===== config.mk =====
export PLATFORM = sky130hd
export DESIGN_NAME = int_sequencer
export DESIGN_NICKNAME = d
export VERILOG_FILES = /design/src/rtl/int_sequencer.sv
export SDC_FILE = /design/constraint.sdc
export NUM_CORES = 1
export LEC_CHECK = 0
export ABC_AREA = 1
export CORE_MARGIN = 2
export CORE_UTILIZATION = 40
export DETAILED_ROUTE_END_ITERATION = 12
export MAX_ROUTING_LAYER = met4
export PLACE_DENSITY = 0.81
export SLEW_MARGIN = 20
export SYNTH_ARGS = -nofsm -noshare
export SYNTH_HDL_FRONTEND = slang
export SYNTH_SLANG_ARGS = --single-unit

===== constraint.sdc =====
create_clock -name i_clk -period 2.5 [get_ports i_clk]
set_clock_uncertainty 0.1 [all_clocks]
set_input_delay 0.25 -clock i_clk [delete_from_list [all_inputs] [get_ports i_clk]]
set_output_delay 0.25 -clock i_clk [all_outputs]
set_load 0.01 [all_outputs]

===== src/rtl/int_sequencer.sv =====
// Interrupt/reset sequencer for the 6502 core: synchronizes NMI/IRQ, arbitrates
// against software BRK, injects a forced BRK at instruction boundaries and steers
// the vector address, B flag, write suppression and I-flag set during T2_BRK.
module int_sequencer #(
  parameter int          SYNC_STAGES = 2,
  parameter logic [15:0] VEC_NMI     = 16'hFFFA,
  parameter logic [15:0] VEC_RST     = 16'hFFFC,
  parameter logic [15:0] VEC_IRQ     = 16'hFFFE
) (
  input  logic        i_clk,
  input  logic        i_rst,
  input  logic        nmi_n,
  input  logic        irq_n,
  input  logic        i_flag,
  input  logic        sync,
  input  logic        brk_op,
  input  logic        vec_rd,
  input  logic        vec_done,
  output logic        force_brk,
  output logic        suppress_wr,
  output logic        b_flag,
  output logic        set_i,
  output logic [15:0] vec_addr,
  output logic [1:0]  src,
  output logic        busy
);

  localparam logic [1:0] SRC_RST = 2'd0;
  localparam logic [1:0] SRC_NMI = 2'd1;
  localparam logic [1:0] SRC_IRQ = 2'd2;
  localparam logic [1:0] SRC_BRK = 2'd3;

  typedef enum logic [1:0] {S_RST, S_RUN, S_SEQ} state_t;

  state_t                 state, state_n;
  logic [SYNC_STAGES-1:0] nmi_sr, irq_sr;
  logic                   nmi_s, irq_s, nmi_s_d;
  logic                   nmi_fall, irq_act;
  logic                   nmi_pend, first, vec_seen;
  logic [1:0]             src_q, src_n;
  logic                   b_q, b_n;

  assign nmi_s    = nmi_sr[SYNC_STAGES-1];
  assign irq_s    = irq_sr[SYNC_STAGES-1];
  assign nmi_fall = nmi_s_d & ~nmi_s;
  // IRQ is a level request gated by the live I bit, so a CLI takes effect at once.
  assign irq_act  = ~irq_s & ~i_flag;
  assign src      = src_q;

  function automatic logic [15:0] vec_sel(input logic [1:0] s);
    case (s)
      SRC_NMI:          vec_sel = VEC_NMI;
      SRC_IRQ, SRC_BRK: vec_sel = VEC_IRQ;
      default:          vec_sel = VEC_RST;
    endcase
  endfunction

  // Synchronizer chains; idle-high so reset never fabricates an NMI edge.
  always_ff @(posedge i_clk) begin
    if (i_rst) begin
      nmi_sr  <= '1;
      irq_sr  <= '1;
      nmi_s_d <= 1'b1;
    end else begin
      nmi_sr  <= {nmi_sr[SYNC_STAGES-2:0], nmi_n};
      irq_sr  <= {irq_sr[SYNC_STAGES-2:0], irq_n};
      nmi_s_d <= nmi_s;
    end
  end

  // NMI pending latch: new edge beats the completion clear of the current NMI.
  always_ff @(posedge i_clk) begin
    if (i_rst)
      nmi_pend <= 1'b0;
    else if (nmi_fall)
      nmi_pend <= 1'b1;
    else if (state == S_SEQ && vec_done && src_q == SRC_NMI)
      nmi_pend <= 1'b0;
  end

  // State, latched source/B flag, reset first-cycle flag and vector-read tracker.
  always_ff @(posedge i_clk) begin
    if (i_rst) begin
      state    <= S_RST;
      src_q    <= SRC_RST;
      b_q      <= 1'b0;
      first    <= 1'b1;
      vec_seen <= 1'b0;
    end else begin
      state    <= state_n;
      src_q    <= src_n;
      b_q      <= b_n;
      first    <= 1'b0;
      vec_seen <= (state == S_SEQ) & (vec_seen | vec_rd);
    end
  end

  // Next state, source arbitration/hijack and sequence outputs.
  always_comb begin
    state_n     = state;
    src_n       = src_q;
    b_n         = b_q;
    force_brk   = 1'b0;
    suppress_wr = 1'b0;
    b_flag      = 1'b0;
    set_i       = 1'b0;
    busy        = 1'b0;
    vec_addr    = vec_sel(src_q);
    case (state)
      S_RST: begin
        force_brk   = first;
        suppress_wr = 1'b1;
        busy        = 1'b1;
        set_i       = vec_rd;
        vec_addr    = VEC_RST;
        if (vec_done) state_n = S_RUN;
      end
      S_RUN: begin
        if (sync && (nmi_pend || irq_act)) begin
          force_brk = 1'b1;
          src_n     = nmi_pend ? SRC_NMI : SRC_IRQ;
          b_n       = 1'b0;
          state_n   = S_SEQ;
        end else if (brk_op) begin
          src_n   = SRC_BRK;
          b_n     = 1'b1;
          state_n = S_SEQ;
        end
      end
      S_SEQ: begin
        busy   = 1'b1;
        b_flag = b_q;
        set_i  = vec_rd;
        // Late NMI steals the vector until the first vector read; B keeps the pushed value.
        if (nmi_pend && src_q[1] && !vec_seen && !vec_rd) src_n = SRC_NMI;
        if (vec_done) state_n = S_RUN;
      end
      default: state_n = S_RST;
    endcase
    if (i_rst) begin
      force_brk   = 1'b0;
      suppress_wr = 1'b1;
      b_flag      = 1'b0;
      set_i       = 1'b0;
      vec_addr    = VEC_RST;
      busy        = 1'b1;
    end
  end

endmodule


==> key figures <==
Clock network
  – Clock sinks: 13
  – CTS Buffer Depth: 2
  – Root buffer cell: clkbuf_4
  – Postcts setup bufs: 0
  – Clock-pin slew on the worst setup and hold paths: 70 ps
  – Cts bufs inserted: 3
  – # hold bufs at CTS: 0
  – Clk Latency, worst-skew pair: 280 ps
  – Resize count post-CTS: 0
  – CTS HTree Levels: 1
  – CTS tree: done

STA
  – Final Max Slew Viols: 0
  – Final setup fails: 0
  – RSZ-0062 raised after global routing: false
  – WHS: 313.7 ps
  – Number of hold violations in the final report: 0
  – Fin crit share: 82.46%
  – Fin Setup TNS: 0 ps
  – Min Tclk post-route: 2062 ps
  – Top achievable clock speed: 0.4851 GHz
  – Fin worst setup slack: 438.4 ps

Power
  – NetSw: 0.1161 mW
  – Sw Ratio: 26.94%
  – Combinational share of power: 17.8%
  – Reg power frac: 52.1%
  – Leak: 0.3722 nW
  – Clk network pwr share: 30.1%
  – Power Density: 533.2 nW/um2
  – VDD IR max: 0.2936 mV
  – Pint: 0.3149 mW

Cells and area
  – Number of filler cells placed in the layout: 154
  – Reg area: 260.3 um2
  – Cell area after layout: 808.3 um2
  – Synth-to-Final Area Change: 24.47%
  – # diodes: 0
  – Post-Layout Cell Count: 124
  – Multi-input logic area: 286.5 um2
  – Layout cell share with drive strength beyond 1: 14.81%
  – Nets: 118

Setup path
  – Worst EP required: 2150 ps
  – Startpoint Class: input pin
  – Critical Path End Type: output port
  – Critical path's most frequent cell: nand2_1
  – CP Cell Sequence: clkdlybuf4s50_1 -> nand2_1 -> nand2_1 -> nand2_1 -> a21oi_1 -> clkdlybuf4s50_1
  – Crit-path max cell delay: 550 ps
  – Max FO, Critical Path: 4
  – Critical path type: in -> out
  – CP Data Arrival Time: 1710 ps
  – CP max-delay cell: clkdlybuf4s50_1

Placed design
  – Gpl congestion: 0.8160
  – DP Worst Slack: 443.8 ps
  – DPL Wire Length: 936.5 um
  – DP Area: 782.0 um2
  – Port Buffer Count: 17
  – Placed insts: 120

Yosys
  – Yosys warning total: 0
  – Yosys cell types: 18
  – Avg Cell Area, Syn: 7.296 um2
  – Mapped Area: 649.4 um2
  – Synthesized flop and latch total: 13
  – Register area share after synthesis: 40.08%
  – Synth Instances: 89

Drt
  – WL/cell: 9.516 um
  – Via-per-instance ratio: 4.516
  – First-iteration detailed-routing DRC count: 3
  – Final wirelength: 1.180 mm
  – Antenna-violating nets left: 0
  – Pre-Repair DR Iteration Count: 4
  – Residual DRC count: 0
  – DR vias: 560

Die
  – IO Pins: 32
  – Total core area: 1506 um2
  – Site row count: 14
  – Die Ht: 44.29 um
  – Initial core utilization: 43.11%
  – DIE WIDTH: 44.29 um
  – Die ar.: 1962 um2

GRT
  – Largest net degree at the start of global routing: 12
  – Met3 track demand over resource: 3.673%
  – GRT Overall Usage: 15.52%
  – Vias in the first global route: 495
  – Grt peak-use layer: met2
  – Met2 Resource Use GR: 22.94%
  – Total grt overflow: 0
  – Met1 usage: 17.63%
  – Initial antenna violation count: 0
  – First-pass GRT wire length: 2.070 mm

Run
  – Max Cap Viol: 0

Hold path
  – Min-delay worst type: reg -> reg

Status
  – Status: completed
power groups by stage:
stage	sequential, mW	clock (mW)	combinational (mW)
2_1_floorplan	0.229	0	0.0581
3_3_place_gp	0.229	0	0.0747
3_5_place_dp	0.229	0	0.0767
4_1_cts	0.224	0.135	0.0771
5_1_grt	0.226	0.147	0.0869
6_report	0.224	0.130	0.0767
cell type report:
cell class / count / share of cell area [%]
clock buffers: 4 / 3.251
repair buffers: 18 / 21.98
inverters: 10 / 4.644
flip-flops and latches: 13 / 32.20
well taps: 16 / 2.477
multi-input cells: 63 / 35.45
registers in the layout, summed over array words and instances, names as in the netlist:
name      flops
irq_sr        2
nmi_sr        2
src           2
state         2
b_q           1
first         1
nmi_pend      1
nmi_s_d       1
vec_seen      1
layout by cell type (no fill, tap or decap):
cell type and count:
or2_1 1, nor2_1 9, inv_2 3, nand2_2 1
or2_2 5, clkdlybuf4s50_1 17, nor3_1 2, buf_4 1
dfxtp_1 13, nand2_1 14, a21oi_2 1, nor2_2 2
nand3_1 5, nand4_1 2, inv_1 7, conb_1 14
clkbuf_4 3, o21ai_0 1, a21oi_1 6, clkbuf_1 1
synthesized netlist by cell type:
cell type / number / share of area (%)
buf_4: 14 / 16
nand2_1: 14 / 8.1
dfxtp_1: 13 / 40
nor2_1: 9 / 5.2
inv_1: 7 / 4.0
a21oi_1: 6 / 4.6
nand3_1: 5 / 3.9
or2_2: 5 / 4.8
inv_2: 3 / 1.7
conb_1: 2 / 1.2
nand4_1: 2 / 1.9
nor2_2: 2 / 1.9
nor3_1: 2 / 1.5
a21oi_2: 1 / 1.3
buf_2: 1 / 0.77
nand2_2: 1 / 0.96
o21ai_0: 1 / 0.77
or2_1: 1 / 0.96
critical path, delay by kind of cell:
family,cells,cell delay (ps)
AND/OR/NAND/NOR,3,250
AO/OA/AOI/OAI,1,130
buffers and inverters,2,1080
metal layers:
| metal | share of wire (%) | vias to the layer above | wire, um |
|---|---|---|---|
| li1 | - | 285 | - |
| met1 | 43 | 244 | 506 |
| met2 | 45 | 26 | 536 |
| met3 | 8.0 | 5 | 94 |
| met4 | 3.6 | 0 | 43 |
| met5 | 0 | - | 0 |
stage by stage:
stage	total power, mW	utilization (%)
after detailed placement	0.3061	51.91
after floorplan	0.2873	-
after global routing	0.4600	53.65
after global placement	0.3036	51.91
after CTS	0.4361	53.65
final	0.4310	53.65
cell families (layout without fill, tap and decap cells):
group | count (synthesis) | in the layout | synth area share [%]
AND/OR/NAND/NOR | 41 | 41 | 29.29
buffers and inverters | 25 | 32 | 22.74
flip-flops | 13 | 13 | 40.08
AO/OA/AOI/OAI | 8 | 8 | 6.743
other | 2 | 14 | 1.157
worst paths after layout:
check	startpoint	end	slack (ps)	cells after the start
worst min-delay path	irq_sr[0]$_SDFF_PP1_	irq_sr[1]$_SDFF_PP1_	310	1
worst min register to register	irq_sr[0]$_SDFF_PP1_	irq_sr[1]$_SDFF_PP1_	310	1
worst max register to register	state[0]$_SDFFE_PP0P_	src[1]$_SDFFE_PP0P_	1340	5
worst max-delay path	sync	force_brk	440	6
Note: power is estimated with default switching activity, not from simulation.
